**src/rtl/fetch_unit_pkg.sv**
```systemverilog
// ============================================================================
// Module      : fetch_unit_pkg
// Description : Shared core definitions: fetch FSM encoding, NOP word,
//               reset PC default and base RV64 opcode constants.
// Revision    : 1.0  initial release
// ============================================================================
`default_nettype none

package fetch_unit_pkg;

    // Fetch FSM state encoding
    localparam logic [1:0] c_ST_BOOT = 2'd0;
    localparam logic [1:0] c_ST_WAIT = 2'd1;
    localparam logic [1:0] c_ST_HOLD = 2'd2;
    localparam logic [1:0] c_ST_DROP = 2'd3;

    localparam logic [31:0] c_NOP_INSTR      = 32'h0000_0013;
    localparam logic [63:0] c_RESET_PC_DFLT  = 64'h0000_0000_0000_0000;

    // Major opcodes (instr[6:0])
    localparam logic [6:0] c_OPC_LOAD     = 7'b0000011;
    localparam logic [6:0] c_OPC_MISC_MEM = 7'b0001111;
    localparam logic [6:0] c_OPC_OP_IMM   = 7'b0010011;
    localparam logic [6:0] c_OPC_AUIPC    = 7'b0010111;
    localparam logic [6:0] c_OPC_OP_IMM32 = 7'b0011011;
    localparam logic [6:0] c_OPC_STORE    = 7'b0100011;
    localparam logic [6:0] c_OPC_OP       = 7'b0110011;
    localparam logic [6:0] c_OPC_LUI      = 7'b0110111;
    localparam logic [6:0] c_OPC_OP32     = 7'b0111011;
    localparam logic [6:0] c_OPC_BRANCH   = 7'b1100011;
    localparam logic [6:0] c_OPC_JALR     = 7'b1100111;
    localparam logic [6:0] c_OPC_JAL      = 7'b1101111;
    localparam logic [6:0] c_OPC_SYSTEM   = 7'b1110011;

endpackage

`default_nettype wire

```
**src/rtl/fetch_unit.sv**
```systemverilog
// ============================================================================
// Module      : fetch_unit
// Description : Single-outstanding instruction fetch with redirect handling
//               and a one-entry output register toward decode.
// Revision    : 1.0  initial release
// ============================================================================
`default_nettype none

module fetch_unit
    import fetch_unit_pkg::*;
#(
    parameter logic [63:0] RESET_PC  = c_RESET_PC_DFLT,
    parameter logic [31:0] NOP_INSTR = c_NOP_INSTR
) (
    input  logic        clk,
    input  logic        rst,
    input  logic        redirect,
    input  logic [63:0] redirect_pc,
    input  logic        id_ready,
    output logic        imem_req,
    output logic [63:0] imem_addr,
    input  logic        imem_ack,
    input  logic [31:0] imem_rdata,
    output logic        if_valid,
    output logic [63:0] if_pc,
    output logic [31:0] if_instr
);

    localparam logic [63:0] c_RESET_PC_ALIGNED = RESET_PC & ~64'd3;

    logic [1:0]  r_state;
    logic [1:0]  w_state_nxt;
    logic [63:0] r_pc;
    logic [63:0] r_addr;
    logic        r_valid;
    logic [63:0] r_if_pc;
    logic [31:0] r_if_instr;

    logic [63:0] w_redir_pc;
    logic [63:0] w_pc_inc;

    assign w_redir_pc = redirect_pc & ~64'd3;
    assign w_pc_inc   = r_addr + 64'd4;

    // State register
    always_ff @(posedge clk) begin
        if (rst) begin
            r_state <= c_ST_BOOT;
        end else begin
            r_state <= w_state_nxt;
        end
    end

    // Next-state logic; redirect outranks ack and id_ready everywhere
    always_comb begin
        w_state_nxt = r_state;
        case (r_state)
            c_ST_BOOT: w_state_nxt = c_ST_WAIT;
            c_ST_WAIT: begin
                if (redirect && !imem_ack) begin
                    w_state_nxt = c_ST_DROP;
                end else if (redirect) begin
                    w_state_nxt = c_ST_WAIT;
                end else if (imem_ack) begin
                    w_state_nxt = c_ST_HOLD;
                end
            end
            c_ST_HOLD: begin
                if (redirect || id_ready) begin
                    w_state_nxt = c_ST_WAIT;
                end
            end
            c_ST_DROP: begin
                if (imem_ack) begin
                    w_state_nxt = c_ST_WAIT;
                end
            end
            default: w_state_nxt = c_ST_BOOT;
        endcase
    end

    // Output logic
    always_comb begin
        imem_req = (r_state == c_ST_WAIT) || (r_state == c_ST_DROP);
    end

    // PC, request address and decode-facing output register
    always_ff @(posedge clk) begin
        if (rst) begin
            r_pc       <= c_RESET_PC_ALIGNED;
            r_addr     <= c_RESET_PC_ALIGNED;
            r_valid    <= 1'b0;
            r_if_pc    <= 64'd0;
            r_if_instr <= NOP_INSTR;
        end else begin
            case (r_state)
                c_ST_BOOT: begin
                    if (redirect) begin
                        r_pc   <= w_redir_pc;
                        r_addr <= w_redir_pc;
                    end else begin
                        r_addr <= r_pc;
                    end
                end
                c_ST_WAIT: begin
                    if (redirect) begin
                        r_pc <= w_redir_pc;
                        if (imem_ack) begin
                            r_addr <= w_redir_pc;
                        end
                    end else if (imem_ack) begin
                        r_valid    <= 1'b1;
                        r_if_pc    <= r_addr;
                        r_if_instr <= imem_rdata;
                        r_pc       <= w_pc_inc;
                    end
                end
                c_ST_HOLD: begin
                    if (redirect || id_ready) begin
                        r_valid    <= 1'b0;
                        r_if_pc    <= 64'd0;
                        r_if_instr <= NOP_INSTR;
                        r_addr     <= redirect ? w_redir_pc : r_pc;
                    end
                    if (redirect) begin
                        r_pc <= w_redir_pc;
                    end
                end
                default: begin
                    // DROP: the pending ack belongs to a stale address
                    if (redirect) begin
                        r_pc <= w_redir_pc;
                    end
                    if (imem_ack) begin
                        r_addr <= redirect ? w_redir_pc : r_pc;
                    end
                end
            endcase
        end
    end

    assign imem_addr = r_addr;
    assign if_valid  = r_valid;
    assign if_pc     = r_if_pc;
    assign if_instr  = r_if_instr;

endmodule

`default_nettype wire

```
**config.mk**
```make
export PLATFORM = sky130hd
export DESIGN_NAME = fetch_unit
export DESIGN_NICKNAME = d
export VERILOG_FILES = /design/src/rtl/fetch_unit_pkg.sv /design/src/rtl/fetch_unit.sv
export SDC_FILE = /design/constraint.sdc
export NUM_CORES = 1
export LEC_CHECK = 0
export CORE_UTILIZATION = 45
export CTS_CLUSTER_SIZE = 8
export DETAILED_ROUTE_END_ITERATION = 12
export GPL_ROUTABILITY_DRIVEN = 0
export HOLD_SLACK_MARGIN = 0.15
export PLACE_DENSITY = 0.72
export SLEW_MARGIN = 20
export SYNTH_ARGS = -nofsm -noshare
export SYNTH_HDL_FRONTEND = slang
export SYNTH_SLANG_ARGS = --single-unit
export TNS_END_PERCENT = 50
```
**constraint.sdc**
```tcl
create_clock -name clk -period 3.4 [get_ports clk]
set_input_delay 1.02 -clock clk [delete_from_list [all_inputs] [get_ports clk]]
set_output_delay 1.02 -clock clk [all_outputs]
set_load 0.05 [all_outputs]
```
==> flow_metrics.py <==
metrics = {
    "layout": {
        "antennaDiodeCount": 0,
        "syn_to_final_growth_pct": 34.6,
        "layout_commonest_cell": "clkdlybuf4s50_1",
        "layout_common_cells": "clkdlybuf4s50_1 (258), nor2_1 (244), dfxtp_1 (227), nand2_1 (207), a22oi_1 (106)",
        "seqCellArea_sq_um": 4540,
        "multiInputGateArea_sq_um": 5830,
        "layout.nets": 1709,
        "fillerInstances": 2038,
        "drive_above_1_share_pct": 6.77,
    },
    "worst_setup_path": {
        "slowest_delay_ps": 930,
        "arrival_ps": 2080,
        "worstPathMaxFanout": 17,
        "crit_slowest_cell": "clkdlybuf4s50_1",
        "r2r_cells": 5,
        "critPathBufInv": 1,
        "critical-path-top-delay-family": "buffers and inverters",
        "reg2reg_to": "r_pc[59]$_SDFFE_PP0P_",
        "rrSetupSlack_ps": 610,
        "critPathLaunchType": "flop",
        "cp_cell_sequence": "clkdlybuf4s50_1",
        "end_kind": "output port",
        "critPathKind": "reg -> out",
        "worstPathRequired_ps": 2380,
        "reg2reg_from": "imem_addr[2]$_SDFFE_PP0P_",
    },
    "min_path": {
        "whs_endpoint": "imem_addr[8]$_SDFFE_PP0P_",
        "hold_depth": 2,
        "min_from": "r_pc[8]$_SDFFE_PP0P_",
        "hold_class": "reg -> reg",
    },
    "cts": {
        "root_buffer": "clkbuf_16",
        "cts_resized": 0,
        "holdBufCountCts": 0,
        "clock_path_buffers": 3,
        "clk_latency_ps": 500,
        "path_clk_slew_ps": 50,
        "h-tree-depth": 2,
        "cts-buffers-inserted": 34,
        "clkSinkCount": 227,
        "cts_tree": "yes",
        "post-cts-setup-buffer-count": 0,
    },
    "timing": {
        "relSlewSlack_pct": 34.4,
        "rsz0062_at_grt": "no",
        "worstMarginPinSlew_ps": 982,
        "max_freq_ghz": 0.323,
        "slew_violations": 0,
        "hold_violations": 0,
        "min_period_ps": 3100,
        "period_share_pct": 91.1,
        "fin_setup_tns_ps": 0,
        "finClkSkew_ps": 17.0,
        "setup_viol": 0,
        "whs_ps": 474,
    },
    "synth": {
        "synth_top_area_share_pct": 41.3,
        "avgSynthCellArea_sq_um": 7.80,
        "netlist_area_sq_um": 11000,
        "seq_area_frac_synth_pct": 41.3,
        "yosys-top-cells-area": "dfxtp_1 (41%), nor2_1 (8.4%), a22oi_1 (7.3%)",
        "yosys.area.top_type": "dfxtp_1",
        "yosys_warnings": 0,
        "synth_edf_count": 0,
        "async_flop_share_pct": 0,
        "synth.distinct_cells": 69,
        "syn_inst": 1410,
        "synthFlopType": "dfxtp_1",
        "ys_seq_elements": 227,
        "syn_nets": 1512,
    },
    "global_route": {
        "grt_util_met3_pct": 7.00,
        "gr-total-overflow": 0,
        "antenna_found_initial": 1,
        "met1_usage_pct": 36.8,
        "track_usage_pct": 29.1,
        "grt_pass1_wl_microns": 57900,
        "grt_max_degree": 123,
        "grt_pass1_vias": 10967,
        "busiest_layer": "met2",
        "use_met2_pct": 48.0,
    },
    "floorplanning": {
        "ios": 263,
        "fp.dieH_microns": 158,
        "core_sq_um": 23800,
        "rows": 56,
        "die_x_microns": 158,
        "start_util_pct": 46.3,
        "fp.dieArea_sq_um": 25100,
    },
    "drt": {
        "drc": 0,
        "drt-vias-per-instance": 6.08,
        "ant_nets": 0,
        "vias": 11728,
        "wl_per_cell_microns": 19.2,
        "drt-total-wl_microns": 36900,
        "initialDrtViolationCount": 1047,
        "drt-pass1-iter-count": 5,
    },
    "power": {
        "p_leak_nw": 5.25,
        "ir_worst_vdd_uv": 351,
        "powerDensity_nw_per_um2": 513,
    },
    "place": {
        "place_hpwl_microns": 23800,
        "io_buffers": 260,
    },
    "run_status": {
        "status": "completed",
    },
    "run": {
        "max_cap_viol_count": 0,
    },
}
==> registers in the layout, indices dropped and copies added (netlist names) <==
| register | flops |
|---|---|
| r_pc | 64 |
| if_instr | 32 |
| r_state | 2 |
| if_valid | 1 |
| imem_addr | 64 |
| if_pc | 64 |
==> kinds of logic (layout without fill, tap and decap cells) <==
kind of cell	after synthesis	in the layout	synth area share (%)
flops	227	227	41.3
fa+ha+maj	1	1	0.114
buf+inv	169	368	6.07
compound gates	339	339	22.7
simple gates	623	623	25.4
mux	26	26	2.46
xor+xnor	25	25	1.99
==> worst reg2reg max path, stage by stage, from the launching register on <==
cell     delay, ps
dfxtp_1        500
nand4_1        290
or3_2          680
nor4_1         740
mux2_2         420
nor2_1         110
==> area by class of cell <==
cell class                      instances  area share [%]
Tap cell                              319            2.70
Clock buffer                           37            6.25
Multi-Input combinational cell       1014            39.4
Clock inverter                          1          0.0507
Timing Repair Buffer                  303            20.3
Sequential cell                       227            30.7
Inverter                               27           0.685
==> report_power, final <==
| part | internal, W | switching (W) |
|---|---|---|
| clock network | 0.00189 | 0.00116 |
| logic | 0.000557 | 0.000937 |
| registers | 0.00283 | 0.000216 |
| total | 0.00528 | 0.00231 |
==> per-stage QoR <==
stage	total power, W	area, sq um	setup WS [ps]	utilization [%]	std cells
after floorplan	0.00399	11000	668	-	1410
after detailed placement	0.00457	13900	93.8	58.4	1890
final	0.00759	14800	303	62.3	1928
after CTS	0.00764	14800	298	62.3	1928
after global placement	0.00454	13900	148	58.4	1890
after global routing	0.00788	14800	221	62.3	1928
==> worst max path at each step <==
stage | endpoint | from | cells past startpoint
3_3_place_gp | r_pc[46]$_SDFFE_PP0P_ | imem_ack | 6
4_1_cts | imem_req | r_state[0]$_SDFFE_PP0P_ | 1
6_report | imem_req | r_state[0]$_SDFFE_PP0P_ | 1
2_1_floorplan | r_pc[47]$_SDFFE_PP0P_ | imem_addr[4]$_SDFFE_PP0P_ | 6
5_1_grt | imem_req | r_state[0]$_SDFFE_PP0P_ | 1
3_5_place_dp | if_pc[37]$_SDFFE_PP0P_ | id_ready | 7
==> Yosys cell counts (10+ instances only) <==
library cell and number:
nor2_1 245, dfxtp_1 227, nand2_1 207, clkbuf_1 112
a22oi_1 107, a311oi_1 63, o21ai_0 49, nand3_1 34
nor4_1 31, nand4_1 28, inv_1 26, a21oi_1 24
a211oi_1 19, xnor2_1 19, mux2i_1 18, buf_1 16
o22ai_1 15, nor3_1 14, and3_1 10
==> metal layers <==
| layer | share of wire, % | wire length, microns |
|---|---|---|
| met1 | 42 | 15600 |
| met2 | 46 | 17000 |
| met3 | 8.7 | 3220 |
| met4 | 2.9 | 1060 |
| met5 | 0.024 | 9 |
(Power assumes the default switching activity.)
